$ cat config.mk
export PLATFORM = sky130hd
export DESIGN_NAME = dds_dac_out_flat
export DESIGN_NICKNAME = d
export VERILOG_FILES = /design/src/rtl/dds_dac_out_pkg.sv /design/src/rtl/dds_dac_out_if.sv /design/src/rtl/dds_dac_out_sd_mod1.sv /design/src/rtl/dds_dac_out.sv /design/src/flat_wrapper.sv
export SDC_FILE = /design/constraint.sdc
export NUM_CORES = 1
export LEC_CHECK = 0
export CAP_MARGIN = 20
export CELL_PAD_IN_SITES_DETAIL_PLACEMENT = 0
export CELL_PAD_IN_SITES_GLOBAL_PLACEMENT = 1
export CORE_ASPECT_RATIO = 1.1
export CORE_MARGIN = 5
export CORE_UTILIZATION = 30
export DETAILED_ROUTE_END_ITERATION = 12
export PLACE_DENSITY = 0.67
export SYNTH_ARGS = -nofsm -noshare
export SYNTH_HDL_FRONTEND = slang
export SYNTH_HIERARCHICAL = 1
export SYNTH_SLANG_ARGS = --single-unit
$ cat constraint.sdc
create_clock -name clk -period 4 [get_ports clk]
set_clock_uncertainty 0.15 [all_clocks]
set_input_delay 0.6 -clock clk [delete_from_list [all_inputs] [get_ports clk]]
set_output_delay 0.6 -clock clk [all_outputs]
set_load 0.05 [all_outputs]
$ cat src/rtl/dds_dac_out_pkg.sv
// -----------------------------------------------------------------------------
// dds_dac_out_pkg
// Shared constants for the DDS 1-bit DAC output stage.
//   SAMPLE_W    : default sample width, equal to the DDS core's waveform width
//   MODE_PWM    : mode encoding for left-aligned PWM rendering
//   MODE_SD     : mode encoding for first-order sigma-delta rendering
//   buf_state_e : occupancy of the single-entry pending sample buffer
// -----------------------------------------------------------------------------
package dds_dac_out_pkg;

  localparam int   SAMPLE_W = 12;

  localparam logic MODE_PWM = 1'b0;
  localparam logic MODE_SD  = 1'b1;

  typedef enum logic {
    BUF_EMPTY = 1'b0,
    BUF_FULL  = 1'b1
  } buf_state_e;

endpackage

$ cat src/rtl/dds_dac_out_if.sv
// -----------------------------------------------------------------------------
// dds_dac_out_if
// Valid/ready sample stream from the DDS output mux into the DAC stage.
//   data  : W-bit unsigned sample
//   valid : data is valid; the source holds data while ready is low
//   ready : sink can take a sample this cycle
// Modports: master = sample source (DDS), slave = dds_dac_out.
// -----------------------------------------------------------------------------
interface dds_dac_out_if
  import dds_dac_out_pkg::*;
#(
  parameter int W = SAMPLE_W
) ();

  logic [W-1:0] data;
  logic         valid;
  logic         ready;

  modport master (output data, output valid, input  ready);
  modport slave  (input  data, input  valid, output ready);

endinterface

$ cat src/rtl/dds_dac_out_sd_mod1.sv
// -----------------------------------------------------------------------------
// dds_dac_out_sd_mod1
// First-order sigma-delta modulator (single accumulator, carry out = bit).
//   clk    : system clock
//   rst    : synchronous active-high reset, clears the accumulator
//   ce     : advance the accumulator this cycle
//   clr    : clear the accumulator (wins over ce)
//   din    : W-bit unsigned input level
//   sd_bit : carry of acc + din for the current cycle (combinational; the
//            parent registers it)
// Over 2^W consecutive ce-ticks with constant din the accumulator returns to
// its starting value, so exactly din carries are produced per frame.
// -----------------------------------------------------------------------------
module dds_dac_out_sd_mod1
  import dds_dac_out_pkg::*;
#(
  parameter int W = SAMPLE_W
) (
  input  logic         clk,
  input  logic         rst,
  input  logic         ce,
  input  logic         clr,
  input  logic [W-1:0] din,
  output logic         sd_bit
);

  logic [W-1:0] acc;
  logic [W:0]   sum;

  assign sum    = {1'b0, acc} + {1'b0, din};
  assign sd_bit = sum[W];

  always_ff @(posedge clk) begin
    if (rst || clr) begin
      acc <= '0;
    end else if (ce) begin
      acc <= sum[W-1:0];
    end
  end

endmodule

$ cat src/rtl/dds_dac_out.sv
// -----------------------------------------------------------------------------
// dds_dac_out
// 1-bit DAC output stage behind the two-voice DDS core. Samples arrive over a
// valid/ready stream into a pending buffer; at every frame boundary (2^W
// ce-ticks) the pending sample becomes the active sample and is rendered for
// one full frame as left-aligned PWM or first-order sigma-delta.
//
// Ports
//   clk         : system clock
//   rst         : synchronous active-high reset
//   ce          : tick enable; counters and the modulator advance only on ce
//   s           : sample stream (slave side); ready = pending buffer empty
//   mode        : 0 = PWM, 1 = sigma-delta; sampled at the frame boundary only
//   dac_out     : registered 1-bit DAC output
//   frame_start : one-clk pulse after a frame boundary is taken
//   underrun    : one-clk pulse when a boundary finds no pending sample
//
// Pending buffer FSM
//   state     | meaning
//   BUF_EMPTY | no sample waiting, s.ready = 1
//   BUF_FULL  | pend_buf holds the next frame's sample, s.ready = 0
// -----------------------------------------------------------------------------
module dds_dac_out
  import dds_dac_out_pkg::*;
#(
  parameter int W = SAMPLE_W
) (
  input  logic          clk,
  input  logic          rst,
  input  logic          ce,
  dds_dac_out_if.slave  s,
  input  logic          mode,
  output logic          dac_out,
  output logic          frame_start,
  output logic          underrun
);

  localparam logic [W-1:0] CNT_LAST = '1;

  buf_state_e   buf_state;
  buf_state_e   buf_next;

  logic [W-1:0] cnt;
  logic [W-1:0] active;
  logic [W-1:0] pend_buf;
  logic         mode_q;

  logic         pend;
  logic         accept;
  logic         boundary;
  logic         pwm_bit;
  logic         sd_ce;
  logic         sd_clr;
  logic         sd_out;

  assign pend     = (buf_state == BUF_FULL);
  assign s.ready  = !pend;
  assign accept   = s.valid && !pend;
  assign boundary = ce && (cnt == CNT_LAST);

  // Left-aligned pulse: high for the first 'active' ticks of the frame.
  assign pwm_bit  = (cnt < active);

  // The accumulator only runs while sigma-delta is rendering; a mode change
  // at the boundary restarts it from zero so the new frame is exact.
  assign sd_ce    = ce && (mode_q == MODE_SD);
  assign sd_clr   = boundary && (mode != mode_q);

  always_ff @(posedge clk) begin
    if (rst) begin
      buf_state <= BUF_EMPTY;
    end else begin
      buf_state <= buf_next;
    end
  end

  // accept implies EMPTY and consume implies FULL, so they never coincide;
  // an accept on the boundary cycle simply lands for the following frame.
  always_comb begin
    buf_next = buf_state;
    case (buf_state)
      BUF_EMPTY: if (s.valid)  buf_next = BUF_FULL;
      BUF_FULL:  if (boundary) buf_next = BUF_EMPTY;
    endcase
  end

  always_ff @(posedge clk) begin
    if (rst) begin
      cnt         <= '0;
      active      <= '0;
      pend_buf    <= '0;
      mode_q      <= MODE_PWM;
      dac_out     <= 1'b0;
      frame_start <= 1'b0;
      underrun    <= 1'b0;
    end else begin
      frame_start <= 1'b0;
      underrun    <= 1'b0;

      if (accept) begin
        pend_buf <= s.data;
      end

      if (ce) begin
        cnt     <= cnt + 1'b1;
        dac_out <= (mode_q == MODE_SD) ? sd_out : pwm_bit;

        if (boundary) begin
          mode_q      <= mode;
          frame_start <= 1'b1;
          if (pend) begin
            active <= pend_buf;
          end else begin
            // Keep the previous sample so the output repeats, not drops.
            underrun <= 1'b1;
          end
        end
      end
    end
  end

  dds_dac_out_sd_mod1 #(
    .W (W)
  ) u_sd_mod1 (
    .clk    (clk),
    .rst    (rst),
    .ce     (sd_ce),
    .clr    (sd_clr),
    .din    (active),
    .sd_bit (sd_out)
  );

endmodule

$ cat src/flat_wrapper.sv
// flat-port wrapper written by rule: the top's interface ports become plain ports
module dds_dac_out_flat import dds_dac_out_pkg::*;
#(
  parameter int W = SAMPLE_W
)
  (clk, rst, ce, mode, dac_out, frame_start, underrun, s_data, s_valid, s_ready);
  dds_dac_out_if #(.W(W)) s_i ();
  input  logic clk;
  input  logic rst;
  input  logic ce;
  input  logic mode;
  output logic dac_out;
  output logic frame_start;
  output logic underrun;
  input wire logic [$bits(s_i.data)-1:0] s_data;
  input wire logic [$bits(s_i.valid)-1:0] s_valid;
  output wire logic [$bits(s_i.ready)-1:0] s_ready;
  assign s_i.data = s_data;
  assign s_i.valid = s_valid;
  assign s_ready = s_i.ready;
  dds_dac_out #(.W(W)) u_core (.clk(clk), .rst(rst), .ce(ce), .s(s_i), .mode(mode), .dac_out(dac_out), .frame_start(frame_start), .underrun(underrun));
endmodule
==> run summary <==
The run finished with clean final reports. The maximum fanout encountered on the critical timing path was 3; the via count of the first global-routing pass was 2426. The run gives 4 as the length of the first detailed-routing pass in iterations. The worst endpoint required time is 4060 ps. By area the synthesized netlist is led by sky130_fd_sc_hd__dfxtp_1 36%, sky130_fd_sc_hd__ha_1 10%, sky130_fd_sc_hd__a21oi_1 7.0%. Across all setup checks in the final design, the least slack found is 1040 ps.

In this run, post-CTS hold repair placed 0 buffers. After legalization and detailed placement, the total HPWL measured 5.18 mm. The tools report the largest buffer count on any clock path as 2.

Post-synthesis sequential area ratio: 35.6%. The share of total power consumed by net switching was 26.2%. Measured slew at the worst slew-check pin: 768 ps. The logs give 1039 for the number of filler cells placed in the layout and 337 MHz for the fmax. The via count came out at 2463. Post-CTS timing repair inserted 0 buffers for setup. STA puts the critical path data arrival time at 3020 ps. The number of gates given a new drive strength after cts was 0.

Synthesis inferred 53 register bits. The count of clock tree sinks was 53; the area of the core region was 9790 um^2. The post-layout minimum cycle time was 2960 ps; the number of flops mapped to enable cells by yosys was 0. The floorplan step defined a die boundary enclosing 12000 um^2. The cell count after synthesis came out at 349. In this run the power density over the cells is 282 nW/um^2.

The clock network is responsible for 35.3% of the overall power. Final period utilization: 74.1%. For the post-placement worst setup slack, the log shows 1020 ps.

The worst-case IR drop observed on VDD is 0.133 mV. The area share of the largest cell type after synthesis works out to 35.6%. The tools report the total global-route track usage as 11.9%. The number of antenna violations at the first check in global routing is 0, and the number of violations of the max-capacitance limit is 0. The layout overhead on the synthesized area was 12.5%; the number of cells on the worst reg-to-reg path was 11. The worst hold path begins at u_core/pend_buf[5]. Pin placement for this block handled 21 I/O pins. The startpoint-to-endpoint class of the critical path was flip-flop to flip-flop. The largest individual stage delay along the critical path comes from the cell sky130_fd_sc_hd__fa_1. TritonCTS created 5 clock buffers. For the total of endpoints with negative setup slack in the final report, the log shows 0.

Once the floorplan was initialized, standard cells occupied 30.5% of the core. The tools report the number of slew-limit violations in the final report as 0. Wires add up to 6.94 mm.

For the number of distinct library cell variants in the gate-level netlist after synthesis, the log shows 56. The number of instances on the worst hold path came out at 2. For this run, the share of the core covered by cells in the final layout is 34.2%. The type of element launching the critical path is a flip-flop. The worst slew margin relative to its limit was 48.5%; the yosys synthesis warning count was 6. For this design the total switching power over the nets is 0.248 mW. The critical path goes through ha_1, fa_1, a211oi_2, o21bai_1, o41ai_2, o21ai_0, a21o_1, nand3_1, a21oi_1, nor3_1, a2bb2oi_1. The residual DRC count came out at 0. The largest net degree at the start of global routing came out at 45. Buffers placed on the I/O ports in this run total 20. A synthesized cell averages 8.55 um^2. The worst register-to-register path begins at u_core/active[0]. The logs give 0.789 for the weighted congestion at the end of routability-driven global placement and 121 for the DRC marker count from the first detailed-route iteration.

The number of antenna diodes in the final layout is 0. Cell taking the most area after synthesis: sky130_fd_sc_hd__dfxtp_1. The post-detailed-route via-to-cell ratio came out at 5.10.

After floorplanning, the core was divided into 38 placement rows. The die is 105 um wide. TritonCTS built the clock tree. Share of post-route cells with drive strength above 1: 7.44%. The total global routing overflow was 0. Setup repair after global routing left no endpoint under its margin. The detail route stage leaves a number of antenna-violating nets equal to 0.

The run gives 0 ps as the setup TNS. For this run, the post-layout net count is 404. After synthesis, the share of flip-flops with an asynchronous set or reset is 0%.

The internal power consumption is 0.698 mW, and the total count of hold-check failures in the final report is 0. The reg-to-reg endpoint was u_core/dac_out. The worst setup path is captured at a flip-flop.

The summed instance area of the synthesized netlist was 2980 um^2; the overall die height was 115 um. The hold-critical path endpoint was u_core/pend_buf[5]. The share of total power dissipated in sequential elements is 58.0%. After detailed routing, the average wire length per cell comes to 14.4 um. On the worst path, the slowest cell contributes a delay of 440 ps.

In this run the number of H-tree levels came out at 2. The root buffer cell chosen for the clock tree is sky130_fd_sc_hd__clkbuf_8. The worst reg-to-reg setup slack came out at 1040 ps.

The number of nets handed over by synthesis was 391. The classification of the worst-slack hold path was flip-flop to flip-flop. The analysis attributes to cell leakage a power of 1.21 nW. The combinational cell fraction of total power was 6.7%; the clock-pin slew on the worst setup and hold paths was 110 ps. For this run, the leading register cell type out of synthesis is sky130_fd_sc_hd__dfxtp_1. For the insertion delay to the later sink of the worst-skew pair, the log shows 310 ps. The run gives 11.9 mm as the global-route wire length before repair.
==> layout by cell type, fill, tap and decap left out, drive strengths merged, types with 3 or more instances in the layout <==
cell           Yosys  layout
nor3              10      10
buf                8       3
dfxtp             53      53
clkdlybuf4s50      0      20
o31ai             13      13
nor2              25      25
a211oi             5       5
o21ai             14      14
clkbuf             9       5
ha                24      24
xnor2              8       8
a21oi             43      43
xor2               7       7
nand2             39      39
and3               4       4
nand4             21      21
nor2b              3       3
a21o               4       4
mux2i              6       6
inv               15      17
nand3             11      11
==> routing by layer <==
layer	GRT usage, %	wire [um]	vias to the layer above
li1	-	-	1279
met4	2.90	72	0
met1	16.5	3520	1145
met2	19.5	3170	33
met5	0	0	-
met3	1.97	179	6
==> final cells by class <==
| class | count | area, um^2 | area share (%) |
|---|---|---|---|
| clock buffer | 5 | 68.8 | 2.05 |
| sequential | 53 | 1060 | 31.6 |
| tap | 120 | 150 | 4.48 |
| clock inverter | 3 | 28.8 | 0.858 |
| inverter | 16 | 60.1 | 1.79 |
| timing repair buffer | 23 | 223 | 6.64 |
| multi-input combinational | 263 | 1760 | 52.6 |
==> flip-flops by register name, summed over array words and instances, names as in the netlist <==
signal,flops
u_core/underrun,1
u_core/dac_out,1
u_core/u_sd_mod1/acc,12
u_core/cnt,12
u_core/pend_buf,12
u_core/frame_start,1
u_core/buf_state,1
u_core/mode_q,1
u_core/active,12
==> how the worst max path moves through the flow <==
stage                startpoint                        to  slack (ps)  depth (start not counted)
2_1_floorplan  u_core/active[0]            u_core/dac_out        1440                         11
3_3_place_gp                 ce  u_core/u_sd_mod1/acc[11]        1090                          8
3_5_place_dp                 ce  u_core/u_sd_mod1/acc[11]        1020                          8
4_1_cts        u_core/buf_state                   s_ready        1000                          2
5_1_grt        u_core/active[0]            u_core/dac_out         800                         11
6_report       u_core/active[0]            u_core/dac_out        1040                         11
==> cells in the mapped netlist (2+ instances only) <==
cell                       instances
sky130_fd_sc_hd__dfxtp_1          53
sky130_fd_sc_hd__a21oi_1          42
sky130_fd_sc_hd__nand2_1          39
sky130_fd_sc_hd__nor2_1           25
sky130_fd_sc_hd__ha_1             24
sky130_fd_sc_hd__nand4_1          20
sky130_fd_sc_hd__inv_1            15
sky130_fd_sc_hd__o21ai_0          14
sky130_fd_sc_hd__nand3_1          10
sky130_fd_sc_hd__clkbuf_1          9
sky130_fd_sc_hd__nor3_1            9
sky130_fd_sc_hd__o31ai_1           9
sky130_fd_sc_hd__xnor2_1           8
sky130_fd_sc_hd__xor2_1            7
sky130_fd_sc_hd__mux2i_1           6
sky130_fd_sc_hd__a211oi_1          3
sky130_fd_sc_hd__a21o_1            3
sky130_fd_sc_hd__buf_2             3
sky130_fd_sc_hd__nor2b_1           3
sky130_fd_sc_hd__o31ai_2           3
sky130_fd_sc_hd__a211oi_2          2
sky130_fd_sc_hd__and3_1            2
sky130_fd_sc_hd__and3_2            2
sky130_fd_sc_hd__buf_4             2
sky130_fd_sc_hd__nand2b_1          2
sky130_fd_sc_hd__nor3b_1           2
sky130_fd_sc_hd__o21a_1            2
sky130_fd_sc_hd__o21bai_1          2
==> cells by family (layout without fill, tap and decap cells) <==
| family | count (synthesis) | in the layout | share of synthesized area, % |
|---|---|---|---|
| xor+xnor | 15 | 15 | 4.40 |
| compound gates | 90 | 90 | 20.2 |
| fa+ha+maj | 25 | 25 | 10.7 |
| flops | 53 | 53 | 35.6 |
| mux | 7 | 7 | 2.39 |
| buf+inv | 33 | 47 | 5.33 |
| simple gates | 126 | 126 | 21.4 |
==> critical path: cells and delay by family, from the launching register on <==
family / cells / cell delay (ps)
flip-flops: 1 / 340
adder cells (fa/ha/maj): 2 / 670
AO/OA/AOI/OAI: 7 / 1410
AND/OR/NAND/NOR: 2 / 280
==> metrics by stage <==
step	power, mW	area, um^2	hold WS (ps)	std cells
6_report	0.946	3350	314	483
2_1_floorplan	0.597	2980	287	349
4_1_cts	0.964	3350	318	483
5_1_grt	0.993	3350	336	483
3_5_place_dp	0.625	3260	299	475
3_3_place_gp	0.626	3260	300	475
==> power by group through the flow <==
stage          logic, mW  clock network [mW]  registers [mW]
2_1_floorplan     0.0406                   0           0.557
3_3_place_gp      0.0644                   0           0.561
3_5_place_dp      0.0643                   0           0.561
4_1_cts           0.0646               0.351           0.549
5_1_grt           0.0710               0.371           0.551
6_report          0.0638               0.334           0.549
Power figures use the tool's default switching activity.
